===== src/rtl/mult_div_unit.sv =====
// Multi-cycle MULT/MULTU/DIV/DIVU unit with HI/LO registers; DONE arrives W+2 cycles after START.
// START and HI/LO writes are ignored while BUSY. The divider is present only with `define MDU_DIV_EN.
module mult_div_unit #(
  parameter int DATA_WIDTH = 32
) (
  input  logic                  CLK,
  input  logic                  RST_N,
  input  logic                  START,
  input  logic [1:0]            OP,
  input  logic [DATA_WIDTH-1:0] SRC_A,
  input  logic [DATA_WIDTH-1:0] SRC_B,
  input  logic                  HI_WE,
  input  logic                  LO_WE,
  input  logic [DATA_WIDTH-1:0] WD,
  output logic                  BUSY,
  output logic                  DONE,
  output logic                  DIV_BY_ZERO,
  output logic [DATA_WIDTH-1:0] HI,
  output logic [DATA_WIDTH-1:0] LO
);

  localparam int W  = DATA_WIDTH;
  localparam int CW = $clog2(W);

  typedef enum logic [1:0] {
    IDLE = 2'd0,
    ITER = 2'd1,
    SIGN = 2'd2
  } state_t;

  state_t          state;
  logic [CW-1:0]   count;
  logic [W-1:0]    opnd;
  logic [2*W-1:0]  acc;
  logic            neg_res;

  logic            a_neg;
  logic            b_neg;
  logic [W-1:0]    mag_a;
  logic [W-1:0]    mag_b;
  logic            launch;
  logic [W:0]      mul_sum;
  logic [2*W-1:0]  prod_fix;

  always_comb begin
    a_neg    = OP[0] & SRC_A[W-1];
    b_neg    = OP[0] & SRC_B[W-1];
    mag_a    = a_neg ? (~SRC_A + 1'b1) : SRC_A;
    mag_b    = b_neg ? (~SRC_B + 1'b1) : SRC_B;
    // Multiplier sits in the low half of acc and is shifted out as the product fills in.
    mul_sum  = {1'b0, acc[2*W-1:W]} + (acc[0] ? {1'b0, opnd} : {(W+1){1'b0}});
    prod_fix = neg_res ? (~acc + 1'b1) : acc;
  end

`ifdef MDU_DIV_EN
  logic            is_div;
  logic            div_zero;
  logic            neg_rem;
  logic [W-1:0]    rem;
  logic [W:0]      shifted;
  logic [W+1:0]    diff;
  logic [W-1:0]    quo_fix;
  logic [W-1:0]    rem_fix;

  assign launch = START & (state == IDLE);

  // Dividend shifts out of acc[W-1:0] while quotient bits shift in behind it.
  always_comb begin
    shifted = {rem, acc[W-1]};
    diff    = {1'b0, shifted} - {2'b00, opnd};
    quo_fix = div_zero ? {W{1'b1}} : (neg_res ? (~acc[W-1:0] + 1'b1) : acc[W-1:0]);
    rem_fix = neg_rem ? (~rem + 1'b1) : rem;
  end
`else
  assign launch = START & (state == IDLE) & ~OP[1];
`endif

  always_ff @(posedge CLK) begin
    if (!RST_N) begin
      state       <= IDLE;
      count       <= '0;
      opnd        <= '0;
      acc         <= '0;
      neg_res     <= 1'b0;
      BUSY        <= 1'b0;
      DONE        <= 1'b0;
      DIV_BY_ZERO <= 1'b0;
      HI          <= '0;
      LO          <= '0;
`ifdef MDU_DIV_EN
      is_div      <= 1'b0;
      div_zero    <= 1'b0;
      neg_rem     <= 1'b0;
      rem         <= '0;
`endif
    end else begin
      DONE        <= 1'b0;
      DIV_BY_ZERO <= 1'b0;
      case (state)
        IDLE: begin
          if (launch) begin
            state   <= ITER;
            BUSY    <= 1'b1;
            count   <= '0;
            neg_res <= a_neg ^ b_neg;
`ifdef MDU_DIV_EN
            is_div   <= OP[1];
            neg_rem  <= a_neg;
            div_zero <= OP[1] & (SRC_B == '0);
            rem      <= '0;
            if (OP[1]) begin
              opnd <= mag_b;
              acc  <= {{W{1'b0}}, mag_a};
            end else begin
              opnd <= mag_a;
              acc  <= {{W{1'b0}}, mag_b};
            end
`else
            opnd <= mag_a;
            acc  <= {{W{1'b0}}, mag_b};
`endif
          end else begin
            if (HI_WE) HI <= WD;
            if (LO_WE) LO <= WD;
          end
        end
        ITER: begin
`ifdef MDU_DIV_EN
          if (is_div) begin
            // Restoring step: keep the subtraction only when it did not go negative.
            if (diff[W+1]) begin
              rem        <= shifted[W-1:0];
              acc[W-1:0] <= {acc[W-2:0], 1'b0};
            end else begin
              rem        <= diff[W-1:0];
              acc[W-1:0] <= {acc[W-2:0], 1'b1};
            end
          end else begin
            acc <= {mul_sum, acc[W-1:1]};
          end
`else
          acc <= {mul_sum, acc[W-1:1]};
`endif
          count <= count + 1'b1;
          if (count == CW'(W-1)) state <= SIGN;
        end
        SIGN: begin
          state <= IDLE;
          BUSY  <= 1'b0;
          DONE  <= 1'b1;
`ifdef MDU_DIV_EN
          if (is_div) begin
            HI          <= rem_fix;
            LO          <= quo_fix;
            DIV_BY_ZERO <= div_zero;
          end else begin
            {HI, LO} <= prod_fix;
          end
`else
          {HI, LO} <= prod_fix;
`endif
        end
        default: begin
          state <= IDLE;
          BUSY  <= 1'b0;
        end
      endcase
    end
  end

endmodule

===== config.mk =====
export PLATFORM = sky130hd
export DESIGN_NAME = mult_div_unit
export DESIGN_NICKNAME = d
export VERILOG_FILES = /design/src/rtl/mult_div_unit.sv
export SDC_FILE = /design/constraint.sdc
export NUM_CORES = 1
export LEC_CHECK = 0
export ABC_AREA = 1
export BUFFER_PORTS_ARGS = -buffer_cell sky130_fd_sc_hd__clkbuf_2
export CAP_MARGIN = 10
export CORE_UTILIZATION = 40
export CTS_CLUSTER_SIZE = 14
export DETAILED_ROUTE_END_ITERATION = 12
export GPL_TIMING_DRIVEN = 0
export MAX_ROUTING_LAYER = met4
export SYNTH_ARGS = -nofsm -noshare
export SYNTH_HDL_FRONTEND = slang
export SYNTH_SLANG_ARGS = --single-unit

===== constraint.sdc =====
create_clock -name CLK -period 2.15 [get_ports CLK]
set_input_delay 0.645 -clock CLK [delete_from_list [all_inputs] [get_ports CLK]]
set_output_delay 0.645 -clock CLK [all_outputs]
set_load 0.05 [all_outputs]

After elaboration in Yosys (flattened, before gate mapping)
Cells that the tools add are included.
{"block": "op_classes", "n_addsub": 5, "n_eq_ne": 8, "mux": 20, "bitwise": 10, "n_reduce_logical": 9}
{"operator": "two-way mux 32 bit", "n": 7}
{"operator": "two-way mux 64 bit", "n": 2}
{"operator": "case mux 32 bit (2 select lines)", "n": 2}
{"operator": "case mux 64 bit (2 select lines)", "n": 1}
{"operator": "adder 32 x 1 -> 32 bit, second input constant", "n": 2}
{"operator": "adder 64 x 1 -> 64 bit, second input constant", "n": 1}
{"operator": "NOT 32 bit", "n": 2}
{"operator": "NOT 64 bit", "n": 1}
{"operator": "adder 32 x 32 -> 33 bit", "n": 1}
{"operator": "!= test 2 bit, second input constant", "n": 5}
{"operator": "case mux 5 bit (2 select lines)", "n": 1}
{"operator": "AND reduction 2 bit", "n": 4}
{"operator": "AND reduction 3 bit", "n": 2}
{"operator": "adder 5 x 1 -> 5 bit, second input constant", "n": 1}
{"operator": "equality test 5 bit, second input constant", "n": 1}
{"operator": "two-way mux 5 bit", "n": 1}
{"operator": "bitwise AND 1 bit", "n": 4}
{"operator": "two-way mux 2 bit", "n": 2}
{"operator": "case mux 2 bit (2 select lines)", "n": 1}
{"operator": "nonzero test 2 bit", "n": 2}
{"operator": "equality test 2 x 1 -> 1 bit, second input constant", "n": 1}
{"operator": "equality test 2 bit, second input constant", "n": 1}
{"operator": "logical NOT 2 bit", "n": 1}
{"operator": "two-way mux 1 bit", "n": 2}
{"operator": "3 further kinds", "n": 4}
{"block": "totals", "ff_bits": 170, "inputBits": 103, "out_inout_bits": 67, "wordCells": 61}

Longest topological paths before layout
Gate-level depths: netlist of run 1.
{"block": "depth", "ltp_word": 5, "depth_mapped": 18, "mapped_depth_nobuf": 16}

Worst setup path after synthesis of run 1
OpenSTA, ideal clock, no wires.
{"block": "synth_path", "kind": "reg-to-reg", "startpoint": "register acc[0]", "endpoint": "register acc[47]", "setup_time_ps": 132, "arrival_ps": 2144, "t_required_ps": 2018, "path_slack_ps": -126, "stages_incl_launch_ff": 18, "n_path_buf": 2, "path_cell_list": "dfxtp_1 > buf_2 > clkbuf_1 > nand2_1 > inv_1 > ha_1 > inv_1 > fa_1 > inv_1 > nand3_1 > nand3_1 > nand2_1 > nand2_1 > nand2_1 > nand2_1 > a21oi_1 > o21ai_0 > a21oi_1"}
{"block": "synth_via", "elab_chain_len": 3}
{"item": "from (decl)", "line_no": "34", "source": "logic [2*W-1:0] acc;"}
{"item": "from (signal assigned)", "line_no": "120", "source": "acc <= {{W{1'b0}}, mag_b};"}
{"item": "from (signal assigned)", "line_no": "142", "source": "acc <= {mul_sum, acc[W-1:1]};"}
{"item": "two-way mux 32 bit", "line_no": "51", "source": "mul_sum = {1'b0, acc[2*W-1:W]} + (acc[0] ? {1'b0, opnd} : {(W+1){1'b0}});"}
{"item": "adder 32 x 32 -> 33 bit", "line_no": "51"}
{"item": "case mux 64 bit (2 select lines)", "line_no": "99", "source": "case (state)"}
Every way passes these cells.
A chain may end at the register's enable or synchronous reset.

Worst setup path after layout of run 1
Same ends and word-level chain as after synthesis.

==> results of run 1 <==
-- how the worst max path moves through the flow --
stage                          to  slack [ns]    from  depth (start not counted)
after global placement    acc[63]       -0.76  acc[0]                         18
after detailed placement  acc[63]       -0.81  acc[0]                         18
after floorplan           acc[47]        0.02  acc[0]                         17
after global routing      acc[59]       -0.15  acc[0]                         15
final                     acc[47]       -0.07  acc[0]                         15
after CTS                 acc[63]        -0.1  acc[0]                         16
-- routing by layer --
layer | GRT usage | part of all wire
met1 | 0.5005 | 0.48
met2 | 0.5273 | 0.44
met3 | 0.04329 | 0.062
met4 | 0.08167 | 0.021
met5 | - | 0
-- cells in the final DEF (no fill, tap or decap), drive strengths merged, types with 5 or more instances in the layout --
cell type	count
nand3b	20
nand4	23
buf	80
nor3	14
clkinv	5
a21oi	211
o22ai	18
or2	12
o211ai	5
inv	314
nand2	648
dfxtp	170
nor2	284
ha	37
clkbuf	224
a31oi	25
o21ai	161
nand3	235
xor2	15
-- registers in the layout (all words and copies together) (netlist names) --
register  flops
acc          64
HI           32
LO           32
opnd         32
count         5
state         2
BUSY          1
DONE          1
neg_res       1
-- logic make-up after synthesis --
group                    after synthesis  synth area share
AND/OR/NAND/NOR                     1242            0.3967
AO/OA/AOI/OAI                        434            0.1776
buffers and inverters                395            0.1188
flip-flops                           170            0.2586
adder cells (fa/ha/maj)               38           0.03670
XOR/XNOR                              17           0.01131
other                                  1         0.0002849
-- cells in the mapped netlist (all sizes together) --
master	n
nand2	648
inv	308
nor2	284
nand3	235
a21oi	211
dfxtp	170
o21ai	161
buf	46
clkbuf	39
ha	37
a31oi	25
nand4	23
nand3b	20
o22ai	18
xor2	15
nor3	14
or2	12
o211ai	5
and2	3
o21bai	3
a211oi	2
a21o	2
and3	2
clkinv	2
o221ai	2
o31ai	2
xnor2	2
a22oi	1
conb	1
fa	1
nor4	1
o21a	1
o32ai	1
-- what timing repair did --
action	in CTS	in global routing
buffers inserted	22	9
gates cloned	2	0
pin swaps	46	100
setup endpoints to repair	59	70
resized for setup	192	227
-- stage by stage --
step / hold slack, ns / setup WS (ns) / power [W]
2_1_floorplan: 0.4365 / 0.01806 / 0.005114
4_1_cts: 0.4383 / -0.09684 / 0.009334
3_3_place_gp: 0.4515 / -0.7598 / 0.005894
6_report: 0.4498 / -0.06917 / 0.009448
3_5_place_dp: 0.4630 / -0.8107 / 0.005909
5_1_grt: 0.4457 / -0.1471 / 0.009810
-- final cells by class --
cell class,count,share of cell area
sequential,170,0.2005
inverter,310,0.07084
clock inverter,13,0.01082
clock buffer,19,0.02548
tap,442,0.03255
buffer,84,0.02548
timing repair buffer,201,0.06775
multi-input combinational,1732,0.5666
-- worst reg2reg max path, delay by kind of cell, from the launching register on --
family	cells	cell delay, ns
compound gates	4	0.46
buf+inv	4	0.48
fa+ha+maj	1	0.23
simple gates	6	0.55
flops	1	0.43
-- where the power goes --
group          internal [W]  switching (W)  total, W
combinational      0.000711        0.00182   0.00253
clock               0.00187        0.00154   0.00340
sequential          0.00335       0.000170   0.00352
total               0.00593        0.00352   0.00945
==> flow_summary.json, run 1 <==
{
  "grt_setup_unrepaired": "yes",
  "slowest_stage": "dfxtp_4",
  "worstMarginPinSlew_ns": 0.8593,
  "gp_congestion": 0.9833,
  "dp_hpwl_um": 46870,
  "drive_above_1_share": 0.2369,
  "dp.cells": 2907,
  "clkSinkCount": 170,
  "r2r_cells": 15,
  "synth_fp_nets": 2438,
  "synth.top_cell.area_share": 0.2586,
  "critPathRequiredTime_ns": 2.56,
  "path_class": "reg -> reg",
  "crit_buf_inv": 4,
  "fill_cells": 3447,
  "critPathCaptureType": "flip-flop",
  "cp_cell_sequence": "buf_6 -> buf_8 -> nand2_4 -> inv_4 -> ha_4 -> nand2_2 -> nand2_2 -> a21oi_4 -> nor2_1 -> nor2_1 -> nand2_4 -> buf_6 -> a21oi_2 -> o21ai_1 -> a21oi_1",
  "die_y_um": 183.4,
  "yosysSeqAreaShare": 0.2586,
  "crit_path_start_kind": "flip-flop",
  "synth.avg_cell_area_um2": 5.730,
  "drtPass1Iterations": 5,
  "cts_buffer_depth": 2,
  "p_leak_nw": 8.661,
  "n_antenna_cell": 0,
  "synth_cell_types": 48,
  "core_area_mm2": 0.03245,
  "grt_max_degree": 17,
  "drv_cap": 0,
  "dpl_cell_area_mm2": 0.01457,
  "crit_path_max_fanout": 6,
  "netlist_area_mm2": 0.01316,
  "routed_wl_um": 58760,
  "row_count": 66,
  "max_freq_mhz": 450.6,
  "peakVddDrop_mv": 0.5283,
  "critical-path-top-delay-family": "simple AND/OR/NAND/NOR gates",
  "pin_count": 170,
  "grtUsageTotal": 0.3522,
  "wl_per_cell_um": 19.78,
  "r2r_start": "acc[0]",
  "drc_errors": 0,
  "ctsHoldBuffers": 0,
  "setup_viol": 17,
  "finalSetupTns_ns": -0.4912,
  "synthCells": 2297,
  "syn_to_final_growth_pct": 29.10,
  "ff_latch_area_mm2": 0.003407,
  "cts_tree": "yes",
  "clkTransAtPathRegs_ns": 0.08,
  "slew_violations": 0,
  "initial_core_util": 0.4055,
  "first_global_vias": 14120,
  "r2r_slack_ns": -0.07,
  "ys_warn_count": 0,
  "reg2reg_to": "acc[47]",
  "hold_viol": 0,
  "violations": "negative setup slack",
  "timing.final.ws_setup_ns": -0.06917,
  "grt_pass1_wl_um": 85980,
  "holdPathEnd": "LO[3]",
  "fin_area_mm2": 0.01699,
  "finalCriticalPeriod_ns": 2.219,
  "root_buffer": "clkbuf_16",
  "hold_class": "in -> reg",
  "port_buffers": 168,
  "drt_iter0_drc": 1439,
  "routed_via_density": 5.411,
  "hold_depth": 3,
  "final_core_util": 0.5236,
  "pwr_density_cell_mw_per_mm2": 556.0,
  "multi_input_area_mm2": 0.009627,
  "antenna_found_initial": 0,
  "yosysTopAreaCell": "dfxtp_1",
  "htree_levels": 4,
  "fin_crit_sh": 1.032,
  "grt-ovfl-total": 0,
  "synth_seq_cells": 170,
  "synthTopCellsByArea": "dfxtp_1, nand2_1, nand3_1",
  "clk_latency_ns": 0.47,
  "clock-skew-final_ns": 0.01848,
  "ant_nets": 0,
  "finalNetCount": 2657,
  "die_w_um": 183.4,
  "cts_buffers": 17,
  "fin_cells": 2971,
  "vias": 16080,
  "slew_headroom": 0.4271,
  "status": "complete, but fails checks",
  "max_stage_delay_ns": 0.43,
  "dieArea_mm2": 0.03363,
  "cp.arrival_ns": 2.62,
  "worstHoldStart": "WD[3]"
}
Note: power is estimated with default switching activity, not from simulation.
==> run 2: changes to the inputs <==
==> constraint.sdc (replaced) <==
create_clock -name CLK -period 2.15 [get_ports CLK]
set_input_delay 0.215 -clock CLK [delete_from_list [all_inputs] [get_ports CLK]]
set_output_delay 0.215 -clock CLK [all_outputs]
set_load 0.05 [all_outputs]
==> flow_summary.json, run 2 (synthesis gave the netlist of run 1 again) <==
{
  "status": "complete, but fails checks",
  "violations": "negative setup slack",
  "grt-busiest-layer": "met2",
  "root_buffer": "clkbuf_16",
  "row_count": 66,
  "drive_above_1_share": 0.2361,
  "gp_congestion": 0.9833,
  "vias": 16100,
  "n_antenna_cell": 0,
  "die_w_um": 183.4,
  "worstMarginPinSlew_ns": 0.9289,
  "final_cell_mix": "nand2_1, inv_1, nor2_1, nand3_1, a21oi_1",
  "use_met1": 0.5005,
  "whs_ns": 0.02607,
  "drv_cap": 0,
  "grt_max_degree": 17,
  "critical-path-top-delay-family": "simple AND/OR/NAND/NOR gates",
  "htree_levels": 4,
  "routed_via_density": 5.420,
  "pin_count": 170,
  "cts_tree": "yes",
  "critPathCaptureType": "flip-flop",
  "dpl_cell_area_mm2": 0.01457,
  "fin_crit_sh": 1.032,
  "hold_viol": 0,
  "cts_buffers": 17,
  "critPathRequiredTime_ns": 2.55,
  "crit_path_max_fanout": 6,
  "cp.arrival_ns": 2.62,
  "drt_iter0_drc": 1511,
  "largest_reg_flops": 64,
  "first_global_vias": 14120,
  "p_leak_nw": 8.657,
  "slowest_stage": "dfxtp_4",
  "grt_pass1_wl_um": 85980,
  "met2_usage": 0.5273,
  "grtUsageTotal": 0.3522,
  "slew_headroom": 0.3807,
  "dp_hpwl_um": 46870,
  "r2r_slack_ns": -0.07,
  "setup_viol": 19,
  "use_met3": 0.04329,
  "port_buffers": 168,
  "grt-ovfl-total": 0,
  "ant_nets": 0,
  "finalNetCount": 2657,
  "wl_per_cell_um": 19.72,
  "routed_wl_um": 58600,
  "grt_setup_unrepaired": "yes",
  "path_class": "reg -> reg",
  "hold_class": "in -> reg",
  "initial_core_util": 0.4055,
  "max_stage_delay_ns": 0.43,
  "crit_buf_inv": 4,
  "fin_area_mm2": 0.01698,
  "clkSinkCount": 170,
  "dieArea_mm2": 0.03363,
  "final_common_cell": "nand2_1",
  "antenna_found_initial": 0,
  "fill_cells": 3448,
  "pwr_density_cell_mw_per_mm2": 555.7,
  "ctsHoldBuffers": 0,
  "max_freq_mhz": 450.7,
  "timing.final.ws_setup_ns": -0.06902,
  "drtPass1Iterations": 5,
  "top_register": "acc",
  "peakVddDrop_mv": 0.5207,
  "clock-skew-final_ns": 0.01714,
  "core_area_mm2": 0.03245,
  "drc_errors": 0,
  "total_power_w": 0.009433,
  "cts_buffer_depth": 2,
  "finalCriticalPeriod_ns": 2.219,
  "crit_path_start_kind": "flip-flop",
  "slew_violations": 0,
  "die_y_um": 183.4,
  "cp_cell_sequence": "buf_6 -> buf_8 -> nand2_4 -> inv_4 -> ha_4 -> nand2_2 -> nand2_2 -> a21oi_4 -> nor2_1 -> nor2_1 -> nand2_4 -> buf_6 -> a21oi_2 -> o21ai_1 -> a21oi_1",
  "clk_latency_ns": 0.47,
  "syn_to_final_growth_pct": 28.98,
  "clkTransAtPathRegs_ns": 0.08
}
-- run 2: cell counts in the layout (fill, tap and decap cells not counted) --
Identical to the previous run, type by type.
-- run 2: per-stage QoR --
stage	util	setup WS (ns)	std cells	setup TNS, ns
after floorplan	-	0.01806	2297	0
after detailed placement	0.4488	-0.8107	2907	-19.32
after global routing	0.5231	-0.1471	2971	-2.313
after CTS	0.4976	-0.09684	2963	-0.7853
after global placement	0.4488	-0.7598	2907	-18.42
final	0.5231	-0.06902	2971	-0.4893
-- run 2: power by group --
part	switching, W	internal [W]	leakage (nW)	total, W
Combinational	0.00181	0.000711	6.96	0.00252
Clock	0.00152	0.00187	0.299	0.00339
Sequential	0.000169	0.00335	1.39	0.00351
-- run 2: cell type report --
type / count / area (um2) / share of cell area
Clock inverter: 13 / 183.9 / 0.01084
Timing Repair Buffer: 201 / 1151 / 0.06781
Sequential cell: 170 / 3407 / 0.2007
Inverter: 310 / 1204 / 0.07091
Clock buffer: 19 / 432.9 / 0.02550
Tap cell: 442 / 553.0 / 0.03258
Buffer: 84 / 431.7 / 0.02543
Multi-Input combinational cell: 1732 / 9612 / 0.5662
-- run 2: worst paths after layout --
check,depth (start not counted),endpoint,startpoint
hold reg to reg,2,count[4],count[4]
setup reg to reg,15,acc[47],acc[0]
hold / removal,3,LO[3],WD[3]
setup / recovery,15,acc[47],acc[0]
-- run 2: worst min-delay path, cell delays in order --
cell and delay, ns:
clkbuf_2 0.08, nand2_1 0.07, a31oi_1 0.07
-- run 2: what timing repair did --
item                                    4_1_cts  5_1_grt
pin swaps                                    46      100
gates resized for setup                     192      221
endpoints found under the setup margin       59       66
gates cloned                                  2        0
setup buffers                                22        9
-- run 2: metal layers --
| metal | up-vias | share of wire |
|---|---|---|
| met5 | - | 0 |
| met4 | 0 | 0.021 |
| met3 | 76 | 0.068 |
| met2 | 607 | 0.44 |
| met1 | 7546 | 0.47 |
| li1 | 7874 | - |
